<file path="src/rtl/umi_rr_arbiter.sv">
`default_nettype none
// ============================================================================
// Module      : umi_rr_arbiter
// Description : N-to-1 round-robin UMI arbiter with a one-slot registered
//               output stage. Optional starvation protection: UMI_ARB_STARVE_EN
// Revision    : 1.0 - initial release
// ============================================================================
module umi_rr_arbiter #(
    parameter int N       = 4,
    parameter int UW      = 256,
    parameter int MAXWAIT = 16
) (
    input  logic            clk,
    input  logic            reset,
    input  logic [N-1:0]    umi_in_valid,
    input  logic [N*UW-1:0] umi_in_packet,
    output logic [N-1:0]    umi_in_ready,
    output logic            umi_out_valid,
    output logic [UW-1:0]   umi_out_packet,
    input  logic            umi_out_ready,
    output logic [N-1:0]    grant,
    output logic [N-1:0]    starve
);

    localparam int         c_pw      = $clog2(N);
    localparam logic [7:0] c_maxwait = 8'(MAXWAIT);

    logic [c_pw-1:0] r_ptr;
    logic            r_out_valid;
    logic [UW-1:0]   r_out_packet;

    logic            w_load_en;
    logic            w_found;
    logic            w_accept;
    logic [c_pw-1:0] w_win;
    logic [c_pw-1:0] w_ptr_nxt;
    logic [c_pw:0]   w_scan;
    logic [UW-1:0]   w_win_packet;
    logic [N-1:0]    w_ready;
    logic [N-1:0]    w_starve_req;

`ifdef UMI_ARB_STARVE_EN
    logic [7:0]      r_wait [N];
    logic [7:0]      w_wait_nxt [N];
    logic [N-1:0]    r_starve;

    assign w_starve_req = r_starve & umi_in_valid;
    assign starve       = r_starve;
`else
    logic [7:0]      w_unused_maxwait;

    assign w_unused_maxwait = c_maxwait;
    assign w_starve_req     = '0;
    assign starve           = '0;
`endif

    // Slot can take a new packet when empty or draining this cycle
    assign w_load_en = ~r_out_valid | umi_out_ready;

    always_comb begin
        w_found = 1'b0;
        w_win   = '0;
        w_scan  = '0;
        for (int k = 0; k < N; k++) begin
            w_scan = {1'b0, r_ptr} + (c_pw+1)'(k);
            if (w_scan >= (c_pw+1)'(N))
                w_scan = w_scan - (c_pw+1)'(N);
            if (!w_found && umi_in_valid[w_scan[c_pw-1:0]]) begin
                w_found = 1'b1;
                w_win   = w_scan[c_pw-1:0];
            end
        end
`ifdef UMI_ARB_STARVE_EN
        // Descending scan so the lowest-index starving requester wins last
        for (int i = N-1; i >= 0; i--) begin
            if (w_starve_req[i]) begin
                w_found = 1'b1;
                w_win   = c_pw'(i);
            end
        end
`endif
    end

    always_comb begin
        w_win_packet = '0;
        for (int i = 0; i < N; i++) begin
            if (w_win == c_pw'(i))
                w_win_packet = umi_in_packet[i*UW +: UW];
        end
    end

    assign w_accept  = w_found & w_load_en & ~reset;
    assign w_ready   = w_accept ? (N'(1) << w_win) : '0;
    assign w_ptr_nxt = (w_win == c_pw'(N-1)) ? '0 : w_win + 1'b1;

    assign umi_in_ready   = w_ready;
    assign grant          = w_ready & umi_in_valid;
    assign umi_out_valid  = r_out_valid;
    assign umi_out_packet = r_out_packet;

    always_ff @(posedge clk) begin
        if (reset) begin
            r_out_valid  <= 1'b0;
            r_out_packet <= '0;
            r_ptr        <= '0;
        end else if (w_load_en) begin
            r_out_valid <= w_accept;
            if (w_accept) begin
                r_out_packet <= w_win_packet;
                r_ptr        <= w_ptr_nxt;
            end
        end
    end

`ifdef UMI_ARB_STARVE_EN
    always_comb begin
        for (int i = 0; i < N; i++) begin
            w_wait_nxt[i] = r_wait[i];
            if (!umi_in_valid[i] || w_ready[i])
                w_wait_nxt[i] = '0;
            else if (r_wait[i] != 8'hFF)
                w_wait_nxt[i] = r_wait[i] + 8'd1;
        end
    end

    always_ff @(posedge clk) begin
        if (reset) begin
            for (int i = 0; i < N; i++)
                r_wait[i] <= '0;
            r_starve <= '0;
        end else begin
            for (int i = 0; i < N; i++) begin
                r_wait[i]   <= w_wait_nxt[i];
                r_starve[i] <= (w_wait_nxt[i] >= c_maxwait);
            end
        end
    end
`endif

endmodule
`default_nettype wire

</file>
<file path="config.mk">
export PLATFORM = sky130hd
export DESIGN_NAME = umi_rr_arbiter
export DESIGN_NICKNAME = d
export VERILOG_FILES = /design/src/rtl/umi_rr_arbiter.sv
export SDC_FILE = /design/constraint.sdc
export NUM_CORES = 1
export LEC_CHECK = 0
export ABC_AREA = 0
export BUFFER_PORTS_ARGS = -buffer_cell sky130_fd_sc_hd__buf_2
export CAP_MARGIN = 10
export CORE_AREA = 2 2 504 506
export CTS_BUF_LIST = sky130_fd_sc_hd__clkbuf_4 sky130_fd_sc_hd__clkbuf_8
export DETAILED_ROUTE_END_ITERATION = 6
export DIE_AREA = 0 0 506 508
export PLACE_DENSITY = 0.36
export SYNTH_ARGS = -nofsm -noshare
export SYNTH_HDL_FRONTEND = slang
export SYNTH_SLANG_ARGS = --single-unit
</file>
<file path="constraint.sdc">
create_clock -name clk -period 3.34 [get_ports clk]
set_input_delay 0.668 -clock clk [delete_from_list [all_inputs] [get_ports clk]]
set_output_delay 0.668 -clock clk [all_outputs]
set_load 0.02 [all_outputs]
</file>
==> flow_summary_export.csv, run 1 <==
group,metric,value,unit
sta,setup_viol,0,
worst_setup_path,critPathCaptureType,"primary output",
final_layout,nNetsFinal,4731,
floorplan,fp.dieW,506,µm
cts,root_buffer,"clkbuf_8",
worst_setup_path,crit_top_cell,"buf_12",
worst_setup_path,start_kind,"register",
cts,clk_pin_slew,0.06,ns
sta,slew_headroom,25.53,%
flow_run,drv_cap,0,
grt,antenna_found_initial,301,
logic_synthesis,synth.most_common_cell,"inv_1",
cts,insertion_delay,0.81,ns
sta,finalCritPeriodShare,95.34,%
sta,min_period,3.184,ns
final_layout,synthToLayoutAreaGrowth,68.22,%
route,vias_per_cell,3.909,
grt,grt_use_total,16.45,%
worst_setup_path,reg2reg_depth,9,
place,hpwl,194700,µm
route,vias,28100,
route,drt_iter0_drc,2048,
sta,hold_slack,0.1610,ns
worst_setup_path,critPathArrivalTime,2.52,ns
logic_synthesis,synth_edf_count,0,
sta,slew_viol_final,0,
worst_setup_path,critPathMaxFanout,3,
worst_setup_path,timing.rr.start,"r_ptr[1]$_SDFFE_PP0P_",
floorplan,num_rows,185,
worst_setup_path,cp_slowest_stage_delay,0.34,ns
logic_synthesis,ys_top_cells_by_area,"dfxtp_1 26%, a221o_1 13%, a22oi_2 12%",
sta,clock.fmax,0.3140,GHz
logic_synthesis,synthArstFlopShare,0,%
sta,hold_viol,0,
grt,grt_overflow,0,
worst_setup_path,crit_slowest_cell,"dfxtp_2",
worst_setup_path,critPathRequiredTime,2.67,ns
logic_synthesis,yosys_warnings,0,
final_layout,final_layout_size_suffix_gt1_share,49.84,%
route,antenna_left,0,
route,drc_errors,0,
worst_setup_path,r2r-end,"umi_out_packet[4]$_SDFFE_PP0P_",
route,wirelength,223000,µm
floorplan,die_y,508,µm
final_layout,utilization,13.25,%
floorplan,start_util,7.877,%
power_and_ir_drop,p_per_area,554.0,nW/µm²
logic_synthesis,synth_ff_type,"dfxtp_1",
power_and_ir_drop,leakagePower,14.28,nW
sta,finClkSkew,0.05084,ns
logic_synthesis,synth.top_cell.area_share,26.09,%
min_path,holdPathEnd,"umi_out_valid$_SDFFE_PP0P_",
logic_synthesis,yosysSeqAreaShare,26.09,%
worst_setup_path,r2r_slack,0.48,ns
sta,tightestPinTransition,1.089,ns
place,gp_congestion,0.9369,
logic_synthesis,syn_avg_cell_area,8.148,µm²
sta,rsz0062_at_grt,"true",
grt,grt_start_max_net_pins,117,
logic_synthesis,syn-cell-area,19870,µm²
power_and_ir_drop,ir_worst_vdd,0.0003056,V
grt,grt_pass1_wl,279800,µm
floorplan,dieArea,257000,µm²
route,wire_per_inst,31.02,µm
place,portBuffers,1295,
logic_synthesis,synth_cells,2439,
logic_synthesis,synth_top_area_cell,"dfxtp_1",
cts,cts_tree,"done",
min_path,min_from,"reset",
logic_synthesis,yosys_register_bits,259,
min_path,min_path_cells,2,
worst_setup_path,critical_path_class,"reg2out",
cts,htreeDepth,2,
worst_setup_path,crit_chain,"nor2b_4 > a2111oi_4 > buf_4 > or2_4 > ha_4 > buf_12 > buf_12 > buf_12 > and2_1 > buf_4",
floorplan,fp.coreArea,252300,µm²
route,dr.pass1.iters,5,
min_path,worst_hold_path_type,"in2reg",
floorplan,ios,1300,
cts,cts_buffers,61,
logic_synthesis,ys_types,33,
cts,cts_num_sinks,259,
run_status,status,"completed",
cts,clock_path_buffers,3,
grt,grt_pass1_vias,26800,
logic_synthesis,ys_top_cells_by_count,"260 x inv_1, 259 x dfxtp_1, 258 x a21oi_1",
worst max-delay path, delay by kind of cell, from the launching register on:
| family | cells | cell delay (ns) |
|---|---|---|
| simple gates | 3 | 0.52 |
| flops | 1 | 0.34 |
| compound gates | 1 | 0.04 |
| buf+inv | 5 | 0.65 |
| fa+ha+maj | 1 | 0.17 |
flip-flops by register name (all words and copies together) (netlist names):
register	cells
umi_out_packet	256
r_ptr	2
umi_out_valid	1
cells by family after synthesis:
family / synth area share, %
fa+ha+maj: 0.2518
flops: 26.09
buf+inv: 12.87
other cells: 0.01887
compound gates: 45.64
simple gates: 15.12
per-stage QoR:
stage          power [W]   TNS, ns  cell area [µm²]  std cells  setup slack [ns]
2_1_floorplan   0.008996         0            19890       2442           0.04354
3_3_place_gp     0.01383    -1.677            31640       6988           -0.4267
3_5_place_dp     0.01385   -0.3654            31640       6989           -0.1291
4_1_cts          0.01886   -0.1369            33170       7107           -0.1001
5_1_grt          0.01947  -0.09122            33310       7140          -0.03700
6_report         0.01852         0            33430       7188            0.1557
layout by cell type, fill, tap and decap left out, types with 3 or more instances in the layout:
master,instances
buf_12,66
a221o_1,256
conb_1,4
a22oi_2,196
a22oi_1,60
a21oi_1,258
buf_4,181
nor2_1,3
bufinv_16,6
nand3b_1,256
and2_1,4
buf_2,1290
nand2_1,256
clkbuf_4,26
inv_1,260
ha_4,4
clkbuf_8,74
a2111oi_0,256
clkinv_2,3
diode_2,76
dfxtp_1,257
area by class of cell:
| cell class | count | area (µm²) |
|---|---|---|
| diodes | 76 | 190.2 |
| inverters | 261 | 987.2 |
| flip-flops and latches | 259 | 5190 |
| repair buffers | 1538 | 9151 |
| multi-input cells | 1575 | 12260 |
| clock inverters | 13 | 227.7 |
| well taps | 3366 | 4212 |
| clock buffers | 100 | 1214 |
| fillers | 29390 | 218900 |
routing by layer:
metal  vias to the layer above  global-route usage [%]  part of all wire [%]  wire length, µm
met5                         -                       0                  0.60             1348
met4                       206                   4.283                   2.9             6382
met3                       585                   9.968                    14            31140
met2                      1707                   25.50                    43            96900
met1                     13550                   18.96                    39            87180
li1                      12050                       -                     -                -
timing repair:
action	in CTS	in global routing
hold buffers	0	0
setup buffers	5	5
gates resized for setup	18	4
pin swaps	3	3
setup endpoints to repair	7	5
worst max path at each step:
stage,start,endpoint,slack (ns),cells after the start
after global routing,r_ptr[1]$_SDFFE_PP0P_,grant[2],-0.04,7
after floorplan,umi_in_valid[0],grant[3],0.04,8
after detailed placement,umi_in_valid[1],grant[1],-0.13,10
after global placement,umi_in_valid[0],umi_out_packet[199]$_SDFFE_PP0P_,-0.43,10
final,r_ptr[0]$_SDFFE_PP0P_,umi_in_ready[1],0.16,10
after CTS,r_ptr[1]$_SDFFE_PP0P_,grant[1],-0.10,9
power breakdown:
| group | internal [W] | switching, W |
|---|---|---|
| Combinational | 0.00374 | 0.00601 |
| Clock | 0.00275 | 0.00199 |
| Sequential | 0.00371 | 0.000328 |
| Total | 0.0102 | 0.00832 |
No activity file was read; power rests on OpenSTA's default activity.
==> run 2: changes to the inputs <==
- CORE_AREA: 2 2 504 506 -> 2 2 513 515
- DIE_AREA: 0 0 506 508 -> 0 0 515 517
- PLACE_DENSITY: 0.36 -> 0.37
- clock period: 3.34 -> 2.9 ns (I/O delays scaled with it)
==> run 2 against run 1 <==
The run now ends with antenna rules, setup timing left; die area up 3.6%; global-route usage is 0.62 points lower; power up 17%; cell area grew 3.1%; routed wire length down 0.57%; via count rose by 0.37%; clock power up 18%; critical path depth down 1; sequential power up 17%; sequential cell count stayed put; core utilization down 0.051 points; worst setup slack worse by 0.21 ns; critical endpoint is now umi_in_ready[0].
==> flow_summary_export.csv, run 2 (synthesis gave the netlist of run 1 again) <==
group,metric,value,unit
final_layout,finalInstanceArea,34470,µm²
cts,insertion_delay,0.79,ns
power_and_ir_drop,p_per_area,631.5,nW/µm²
grt,grt_start_max_net_pins,107,
floorplan,die_y,517,µm
route,vias_per_cell,3.834,
final_layout,multi_input_area,12320,µm²
worst_setup_path,critPathArrivalTime,2.37,ns
final_layout,nNetsFinal,4836,
worst_setup_path,critical_path_class,"reg2out",
place,portBuffers,1295,
route,wire_per_inst,30.14,µm
cts,cts_num_sinks,259,
worst_setup_path,start_kind,"register",
cts,clock_path_buffers,3,
sta,finalCritPeriodShare,101.8,%
power_and_ir_drop,ir_worst_vdd,0.0003013,V
place,gp_congestion,0.9473,
final_layout,layoutNonFillerInstCount,7356,
floorplan,start_util,7.612,%
route,antenna_left,1,
floorplan,ios,1300,
cts,root_buffer,"clkbuf_8",
flow_run,drv_cap,0,
worst_setup_path,critPathRequiredTime,2.32,ns
final_layout,regArea,5190,µm²
sta,slew_headroom,38.58,%
grt,grt_pass1_wl,279400,µm
sta,layout_setup_ws,-0.05241,ns
sta,min_period,2.952,ns
run_status,status,"finished, violations left",
grt,antenna_found_initial,256,
cts,htreeDepth,3,
final_layout,final_common_cell,"buf_2",
final_layout,num-fill-cells,30380,
sta,setup_viol,4,
place,placedInstanceArea,32420,µm²
route,drc_errors,0,
sta,clock.fmax,0.3387,GHz
place,hpwl,187500,µm
final_layout,largest_reg_flops,256,
run_status,violations,"antenna rules, setup timing",
floorplan,fp.coreArea,261100,µm²
grt,grt_use_total,15.83,%
sta,hold_slack,0.1665,ns
sta,slew_viol_final,0,
route,wirelength,221700,µm
cts,cts_tree,"done",
power_and_ir_drop,leakagePower,14.84,nW
sta,tns,-0.1206,ns
sta,hold_viol,0,
final_layout,synthToLayoutAreaGrowth,73.42,%
grt,grt_pass1_vias,27930,
final_layout,final_layout_size_suffix_gt1_share,51.36,%
sta,rsz0062_at_grt,"true",
min_path,worst_hold_path_type,"in2reg",
route,vias,28200,
final_layout,layout_common_cells,"1288 x buf_2, 271 x buf_4, 260 x inv_1",
sta,finClkSkew,0.03157,ns
cts,clk_pin_slew,0.06,ns
route,drt_iter0_drc,1846,
grt,grt_overflow,0,
floorplan,dieArea,266300,µm²
worst_setup_path,critPathMaxFanout,4,
floorplan,fp.dieW,515,µm
place,placed_cells,7133,
floorplan,num_rows,188,
worst_setup_path,critPathCaptureType,"primary output",
sta,tightestPinTransition,0.8981,ns
route,dr.pass1.iters,5,
cts,cts_buffers,68,
-- run 2: cell count changes in the layout (fill, tap and decap cells not counted), moves of 3 or more --
cell and delta:
clkbuf_4 -7, bufinv_16 -3, clkinv_2 +5, and2_1 -4, buf_6 +7, a2111oi_0 -17, and2_4 +4, clkbuf_8 +9
bufbuf_16 +3, buf_4 +90, diode_2 +11, a2111oi_1 +15
-- run 2: cell type report --
cell class / count / area share [%]
multi-input cells: 1575 / 35.76
repair buffers: 1636 / 28.99
flip-flops and latches: 259 / 15.06
well taps: 3420 / 12.42
clock buffers: 102 / 3.728
inverters: 261 / 2.864
diodes: 87 / 0.6317
clock inverters: 16 / 0.5554
-- run 2: worst paths after layout --
path	startpoint	end	slack (ns)	cells past startpoint
worst max-delay path	r_ptr[1]$_SDFFE_PP0P_	umi_in_ready[0]	-0.05	9
worst min-delay path	umi_in_packet[971]	umi_out_packet[203]$_SDFFE_PP0P_	0.17	3
worst max register to register	r_ptr[1]$_SDFFE_PP0P_	umi_out_packet[37]$_SDFFE_PP0P_	0.09	11
worst min register to register	umi_out_packet[211]$_SDFFE_PP0P_	umi_out_packet[211]$_SDFFE_PP0P_	0.46	2
-- run 2: timing repair --
action / in CTS / in global routing
hold endpoints to repair: 1 / 0
setup endpoints to repair: 10 / 22
gates resized for setup: 41 / 5
hold buffers: 1 / 0
setup buffers: 15 / 0
pin swaps: 12 / 5
gates cloned: 3 / 0
-- run 2: routing by layer --
metal	track usage [%]	up-vias	share of wire [%]
li1	-	12280	-
met1	18.68	13680	40
met2	24.43	1565	43
met3	8.873	494	14
met4	4.312	184	2.9
met5	0	-	0.57
-- run 2: worst max-delay path, stage by stage (launching register included) --
cell and delay [ns]:
dfxtp_4 0.38, o21ai_2 0.07, a221oi_2 0.25, buf_4 0.19, nor2_4 0.04, buf_6 0.11
ha_4 0.16, buf_12 0.12, and2_4 0.13, buf_6 0.12
-- run 2: through the flow --
stage | setup slack, ns | power (W) | util [%]
finish | -0.05241 | 0.02176 | 13.20
global route | -0.2316 | 0.02302 | 13.15
CTS | -0.2658 | 0.02232 | 13.12
detailed placement | -0.4280 | 0.01616 | 12.42
global placement | -1.517 | 0.01616 | 12.41
floorplan | 0.05476 | 0.01036 | -
-- run 2: report_power, final --
part           switching (W)  internal, W
logic                0.00695      0.00450
clock network        0.00250      0.00310
registers           0.000434      0.00428
